`src/rtl/proc_pkg.sv`:
```
// Shared encodings for the bus processor control path: opcodes, time steps,
// one-hot bus mux selects and ALU operation codes.
package proc_pkg;

    localparam logic [2:0] OP_MV  = 3'b000;
    localparam logic [2:0] OP_MVI = 3'b001;
    localparam logic [2:0] OP_ADD = 3'b010;
    localparam logic [2:0] OP_SUB = 3'b011;
    localparam logic [2:0] OP_AND = 3'b100;
    localparam logic [2:0] OP_OR  = 3'b101;

    typedef enum logic [1:0] {
        T0 = 2'd0,
        T1 = 2'd1,
        T2 = 2'd2,
        T3 = 2'd3
    } step_t;

    localparam logic [9:0] SEL_R0  = 10'b00_0000_0001;
    localparam logic [9:0] SEL_R1  = 10'b00_0000_0010;
    localparam logic [9:0] SEL_R2  = 10'b00_0000_0100;
    localparam logic [9:0] SEL_R3  = 10'b00_0000_1000;
    localparam logic [9:0] SEL_R4  = 10'b00_0001_0000;
    localparam logic [9:0] SEL_R5  = 10'b00_0010_0000;
    localparam logic [9:0] SEL_R6  = 10'b00_0100_0000;
    localparam logic [9:0] SEL_R7  = 10'b00_1000_0000;
    localparam logic [9:0] SEL_G   = 10'b01_0000_0000;
    localparam logic [9:0] SEL_DIN = 10'b10_0000_0000;

    localparam logic [1:0] ALU_ADD = 2'b00;
    localparam logic [1:0] ALU_SUB = 2'b01;
    localparam logic [1:0] ALU_AND = 2'b10;
    localparam logic [1:0] ALU_OR  = 2'b11;

    function automatic logic is_alu_op(input logic [2:0] op);
        return (op == OP_ADD) || (op == OP_SUB) || (op == OP_AND) || (op == OP_OR);
    endfunction

    function automatic logic [1:0] alu_code(input logic [2:0] op);
        logic [1:0] code;
        case (op)
            OP_SUB:  code = ALU_SUB;
            OP_AND:  code = ALU_AND;
            OP_OR:   code = ALU_OR;
            default: code = ALU_ADD;
        endcase
        return code;
    endfunction

endpackage

```
`src/rtl/dec3to8.sv`:
```
// 3-bit to 8-bit one-hot decoder with enable; all outputs low when disabled.
module dec3to8 (
    input  logic       i_en,
    input  logic [2:0] i_sel,
    output logic [7:0] o_onehot
);

    generate
        for (genvar gi = 0; gi < 8; gi++) begin : g_dec
            assign o_onehot[gi] = i_en && (i_sel == 3'(gi));
        end
    endgenerate

endmodule

```
`src/rtl/proc_control_unit.sv`:
```
// Multi-cycle control FSM of the 16-bit bus processor: holds IR, sequences T0..T3
// and decodes bus select, load enables, ALU op, Done and Busy from (step, IR).
module proc_control_unit
    import proc_pkg::*;
#(
    parameter int DATA_W = 16,
    parameter int IR_W   = 9
) (
    input  logic              i_clock,
    input  logic              i_resetn,
    input  logic              i_run,
    input  logic [DATA_W-1:0] i_din,
    output logic [9:0]        o_bus_sel,
    output logic [7:0]        o_rin,
    output logic              o_ain,
    output logic              o_gin,
    output logic [1:0]        o_alu_op,
    output logic              o_done,
    output logic              o_busy
);

    step_t            r_step;
    step_t            w_step_next;
    logic [IR_W-1:0]  r_ir;
    logic [2:0]       w_op;
    logic [2:0]       w_rx;
    logic [2:0]       w_ry;
    logic             w_rin_en;
    logic             w_bus_reg_en;
    logic             w_bus_use_ry;
    logic             w_sel_g;
    logic [2:0]       w_bus_reg_idx;
    logic [7:0]       w_bus_reg_onehot;
    logic             w_din_unused;

    // Only the low IR_W bits of Din carry the instruction.
    assign w_din_unused = ^i_din[DATA_W-1:IR_W];

    assign w_op = r_ir[8:6];
    assign w_rx = r_ir[5:3];
    assign w_ry = r_ir[2:0];

    always_ff @(posedge i_clock or negedge i_resetn) begin
        if (!i_resetn) begin
            r_step <= T0;
            r_ir   <= '0;
        end else begin
            r_step <= w_step_next;
            if (r_step == T0 && i_run) begin
                r_ir <= i_din[IR_W-1:0];
            end
        end
    end

    always_comb begin
        w_step_next  = T0;
        w_rin_en     = 1'b0;
        w_bus_reg_en = 1'b0;
        w_bus_use_ry = 1'b0;
        w_sel_g      = 1'b0;
        o_ain        = 1'b0;
        o_gin        = 1'b0;
        o_alu_op     = ALU_ADD;
        o_done       = 1'b0;
        o_busy       = 1'b1;
        case (r_step)
            T0: begin
                o_busy      = 1'b0;
                w_step_next = i_run ? T1 : T0;
            end
            T1: begin
                case (w_op)
                    OP_MV: begin
                        w_bus_reg_en = 1'b1;
                        w_bus_use_ry = 1'b1;
                        w_rin_en     = 1'b1;
                        o_done       = 1'b1;
                    end
                    OP_MVI: begin
                        w_rin_en = 1'b1;
                        o_done   = 1'b1;
                    end
                    OP_ADD, OP_SUB, OP_AND, OP_OR: begin
                        w_bus_reg_en = 1'b1;
                        o_ain        = 1'b1;
                        w_step_next  = T2;
                    end
                    default: o_done = 1'b1;
                endcase
            end
            T2: begin
                if (is_alu_op(w_op)) begin
                    w_bus_reg_en = 1'b1;
                    w_bus_use_ry = 1'b1;
                    o_gin        = 1'b1;
                    o_alu_op     = alu_code(w_op);
                    w_step_next  = T3;
                end
            end
            T3: begin
                if (is_alu_op(w_op)) begin
                    w_sel_g  = 1'b1;
                    w_rin_en = 1'b1;
                    o_done   = 1'b1;
                end
            end
            default: o_busy = 1'b0;
        endcase
    end

    // Bus register source is Ry for mv and the second ALU operand, Rx otherwise.
    assign w_bus_reg_idx = w_bus_use_ry ? w_ry : w_rx;

    dec3to8 u_dec_rin (
        .i_en     (w_rin_en),
        .i_sel    (w_rx),
        .o_onehot (o_rin)
    );

    dec3to8 u_dec_bus (
        .i_en     (w_bus_reg_en),
        .i_sel    (w_bus_reg_idx),
        .o_onehot (w_bus_reg_onehot)
    );

    // Din is the fallback source so the select stays one-hot in every step.
    assign o_bus_sel = (w_bus_reg_en ? {2'b00, w_bus_reg_onehot} : 10'b0)
                     | (w_sel_g ? SEL_G : 10'b0)
                     | ((!w_bus_reg_en && !w_sel_g) ? SEL_DIN : 10'b0);

endmodule

```
`config.mk`:
```
export PLATFORM = sky130hd
export DESIGN_NAME = proc_control_unit
export DESIGN_NICKNAME = d
export VERILOG_FILES = /design/src/rtl/proc_pkg.sv /design/src/rtl/dec3to8.sv /design/src/rtl/proc_control_unit.sv
export SDC_FILE = /design/constraint.sdc
export NUM_CORES = 1
export LEC_CHECK = 0
export BUFFER_PORTS_ARGS = -buffer_cell sky130_fd_sc_hd__buf_2
export CAP_MARGIN = 20
export CELL_PAD_IN_SITES_DETAIL_PLACEMENT = 1
export CELL_PAD_IN_SITES_GLOBAL_PLACEMENT = 1
export CORE_UTILIZATION = 34
export CTS_CLUSTER_DIAMETER = 200
export DETAILED_ROUTE_END_ITERATION = 8
export PLACE_DENSITY_LB_ADDON = 0.25
export REMOVE_ABC_BUFFERS = 1
export SLEW_MARGIN = 5
export SYNTH_ARGS = -nofsm -noshare
export SYNTH_HDL_FRONTEND = slang
export SYNTH_SLANG_ARGS = --single-unit
```
`constraint.sdc`:
```
create_clock -name i_clock -period 5.05 [get_ports i_clock]
set_input_delay 0.2525 -clock i_clock [delete_from_list [all_inputs] [get_ports i_clock]]
set_output_delay 0.2525 -clock i_clock [all_outputs]
set_load 0.02 [all_outputs]
```
==> results.py <==
metrics = {
    "power_and_ir_drop": {
        "ir_drop_v": 0.000303,
        "p_seq_share_pct": 36.0,
        "p_int_uw": 301,
        "clkPwrFrac_pct": 9.7,
        "power_frac_comb_pct": 54.3,
        "power.switching_uw": 279,
        "switching_share_pct": 48.1,
        "p_leak_uw": 0.000539,
        "powerDensity_nw_per_um2": 546,
    },
    "die": {
        "die_w_um": 52.0,
        "die_area_um2": 2700,
        "core-area_um2": 2280,
        "core.rowCount": 17,
        "ios": 43,
        "die_y_um": 52.0,
        "initial_core_util_pct": 37.3,
    },
    "cells_and_area": {
        "fill_cells": 289,
        "diodes": 0,
        "final_nets": 155,
        "syn2layout_area_growth_pct": 25.2,
        "drive_gt1_share_pct": 42.3,
        "fin_util_pct": 46.7,
    },
    "grt": {
        "overflow": 0,
        "use_met1_pct": 25.5,
        "grt_max_degree": 17,
        "gr-usage-met2_pct": 27.6,
        "grtUsageTotal_pct": 17.2,
        "grt.busiest_layer": "met2",
        "grt_pass1_wl_um": 3580,
        "grt_antenna_before_repair": 0,
        "grt_pass1_vias": 778,
        "grt_util_met3_pct": 0.877,
    },
    "worst_setup_path": {
        "required_ns": 4.80,
        "startpoint_type": "flip-flop",
        "end_kind": "primary output",
        "path_max_fanout": 16,
        "reg2regPathDepth": 4,
        "worstPathArrival_ns": 2.42,
        "crit_type": "reg -> out",
    },
    "clock_network": {
        "cts_root_buffer": "clkbuf_4",
        "cts_setup_buffers": 0,
        "clockBufferDepth": 2,
        "clk_pin_slew_ns": 0.06,
        "cts_buffers": 3,
        "htreeDepth": 1,
        "clock-sinks": 11,
        "cts-resized-gates": 0,
        "worst_skew_pair.late_latency_ns": 0.25,
        "cts_tree": "done",
    },
    "synth": {
        "synthTopCellsByArea": "dfrtp_1 32%, mux2_2 12%, ha_1 7.4%, a21oi_1 5.3%, nor2_1 4.0%",
        "synth_largest_area_cell": "dfrtp_1",
        "async_flop_share_pct": 100,
        "synth_top_cell_area_share_pct": 32.4,
        "avgSynthCellArea_um2": 9.04,
        "syn_inst": 94,
        "ys_ff_latch": 11,
        "synth_warnings": 0,
        "ys_dominant_reg_cell": "dfrtp_1",
        "yosysSeqAreaShare_pct": 32.4,
        "yosys.cell_types.count": 34,
        "synth_commonest_cells": "11 x dfrtp_1, 9 x a21oi_1, 9 x mux2_2, 9 x nor2_1, 7 x nand2_1",
        "synth_edf_count": 0,
        "synthMostInstantiatedCell": "dfrtp_1",
        "synth_area_um2": 850,
    },
    "sta": {
        "worst_pin_slew_ns": 0.747,
        "fin_tns_setup_ns": 0,
        "fin_crit_ns": 2.68,
        "final_hold_viol_count": 0,
        "post-route-period-util_pct": 53.0,
        "fin_skew_ns": 0.000293,
        "relSlewSlack_pct": 50.2,
        "setup_slack_ns": 2.38,
        "max_clock_freq_ghz": 0.374,
        "setup_violations": 0,
        "slew_viol_final": 0,
        "grt_setup_unrepaired": "false",
    },
    "worst_hold_path": {
        "holdPathStages": 2,
        "min_path_type": "in -> reg",
    },
    "routing": {
        "wire_per_inst_um": 13.1,
        "first_pass_iters": 4,
        "drc": 0,
        "ant_nets": 0,
        "drt_iter0_markers": 2,
        "vias_per_cell": 5.15,
        "vias": 813,
        "wl_um": 2070,
    },
    "placement": {
        "dp.final_hpwl_um": 1630,
        "gp_congestion": 0.718,
        "pre_cts_ws_ns": 2.65,
        "io_buffers": 35,
    },
    "outcome": {
        "outcome": "completed",
    },
    "flow_run": {
        "maxCapViolations": 0,
    },
}
==> repair_timing <==
item                                   in CTS  in global routing
endpoints found under the hold margin      11                  0
setup endpoints to repair                   0                  0
hold buffers                                1                  0
==> per-stage QoR <==
step / instances / instance area, um2 / power, uW / hold WS, ns
after floorplan: 90 / 817 / 423 / -0.0431
after global placement: 153 / 1030 / 509 / 0.126
after detailed placement: 153 / 1030 / 528 / 0.132
after CTS: 158 / 1060 / 588 / 0.221
after global routing: 158 / 1060 / 638 / 0.218
final: 158 / 1060 / 581 / 0.228
==> area by class of cell <==
| type | count | area, um2 | share of cell area, % |
|---|---|---|---|
| Multi-Input combinational cell | 73 | 519 | 48.8 |
| Sequential cell | 11 | 275 | 25.9 |
| Timing Repair Buffer | 36 | 185 | 17.4 |
| Tap cell | 28 | 35.0 | 3.29 |
| Clock buffer | 4 | 26.3 | 2.47 |
| Inverter | 6 | 22.5 | 2.12 |
==> power groups by stage <==
stage                     registers (uW)  logic [uW]  clock network [uW]
after global routing                 221         355                61.7
after detailed placement             210         317                   0
after global placement               205         304                   0
after floorplan                      185         239                   0
after CTS                            209         320                59.3
final                                209         315                56.3
==> cells in the final DEF, fill, tap and decap left out, drive strengths merged <==
master       instances
ha                   5
or4                  1
o21ai                4
dlygate4sd3          1
nor3                 2
nand4b               3
a32o                 1
o21bai               1
and2b                1
dfrtp               11
or4b                 1
nand4                1
nor3b                3
clkbuf               4
nand3                1
or3                  3
nor2                 9
nand3b               1
and3b                1
a21oi                9
and3                 1
or2b                 1
inv                  6
xor2                 1
and2                 2
mux2                 9
or3b                 3
o2111ai              1
nand2b               1
nand2                7
buf                 35
==> cells by family (layout without fill, tap and decap cells) <==
kind of cell | Yosys count | in the layout | share of synthesized area [%]
muxes | 9 | 9 | 11.9
DFF | 11 | 11 | 32.4
AOI/OAI and AO/OA | 16 | 16 | 10.9
buffers and inverters | 10 | 46 | 6.48
adders and majority gates | 5 | 5 | 7.36
and+or+nand+nor | 42 | 42 | 29.9
xor gates and xnor gates | 1 | 1 | 1.03
==> flip-flops by register name, summed over array words and instances (netlist names) <==
register / count
r_ir: 9
r_step: 2
==> worst max-delay path, stage by stage (launching register included) <==
cell,delay (ns)
dfrtp_1,0.41
inv_1,0.08
ha_1,0.33
and2b_1,0.17
a32o_2,0.32
or3b_2,0.48
a21oi_1,0.17
buf_2,0.20
==> worst paths after layout <==
path | start | to | slack, ns
min reg2reg | r_ir[6] | r_ir[6] | 0.58
max reg2reg | r_step[0] | r_ir[2] | 3.51
max | r_step[0] | o_bus_sel[7] | 2.38
max in group asynchronous | i_resetn | r_step[1] | 4.47
min in group asynchronous | i_resetn | r_ir[5] | 0.39
min | i_din[4] | r_ir[4] | 0.23
==> metal layers <==
layer	up-vias	share of wire (%)
met1	384	51
met3	2	3.8
met2	24	45
met4	0	0.39
met5	-	0
li1	403	-
Note: power is estimated with default switching activity, not from simulation.
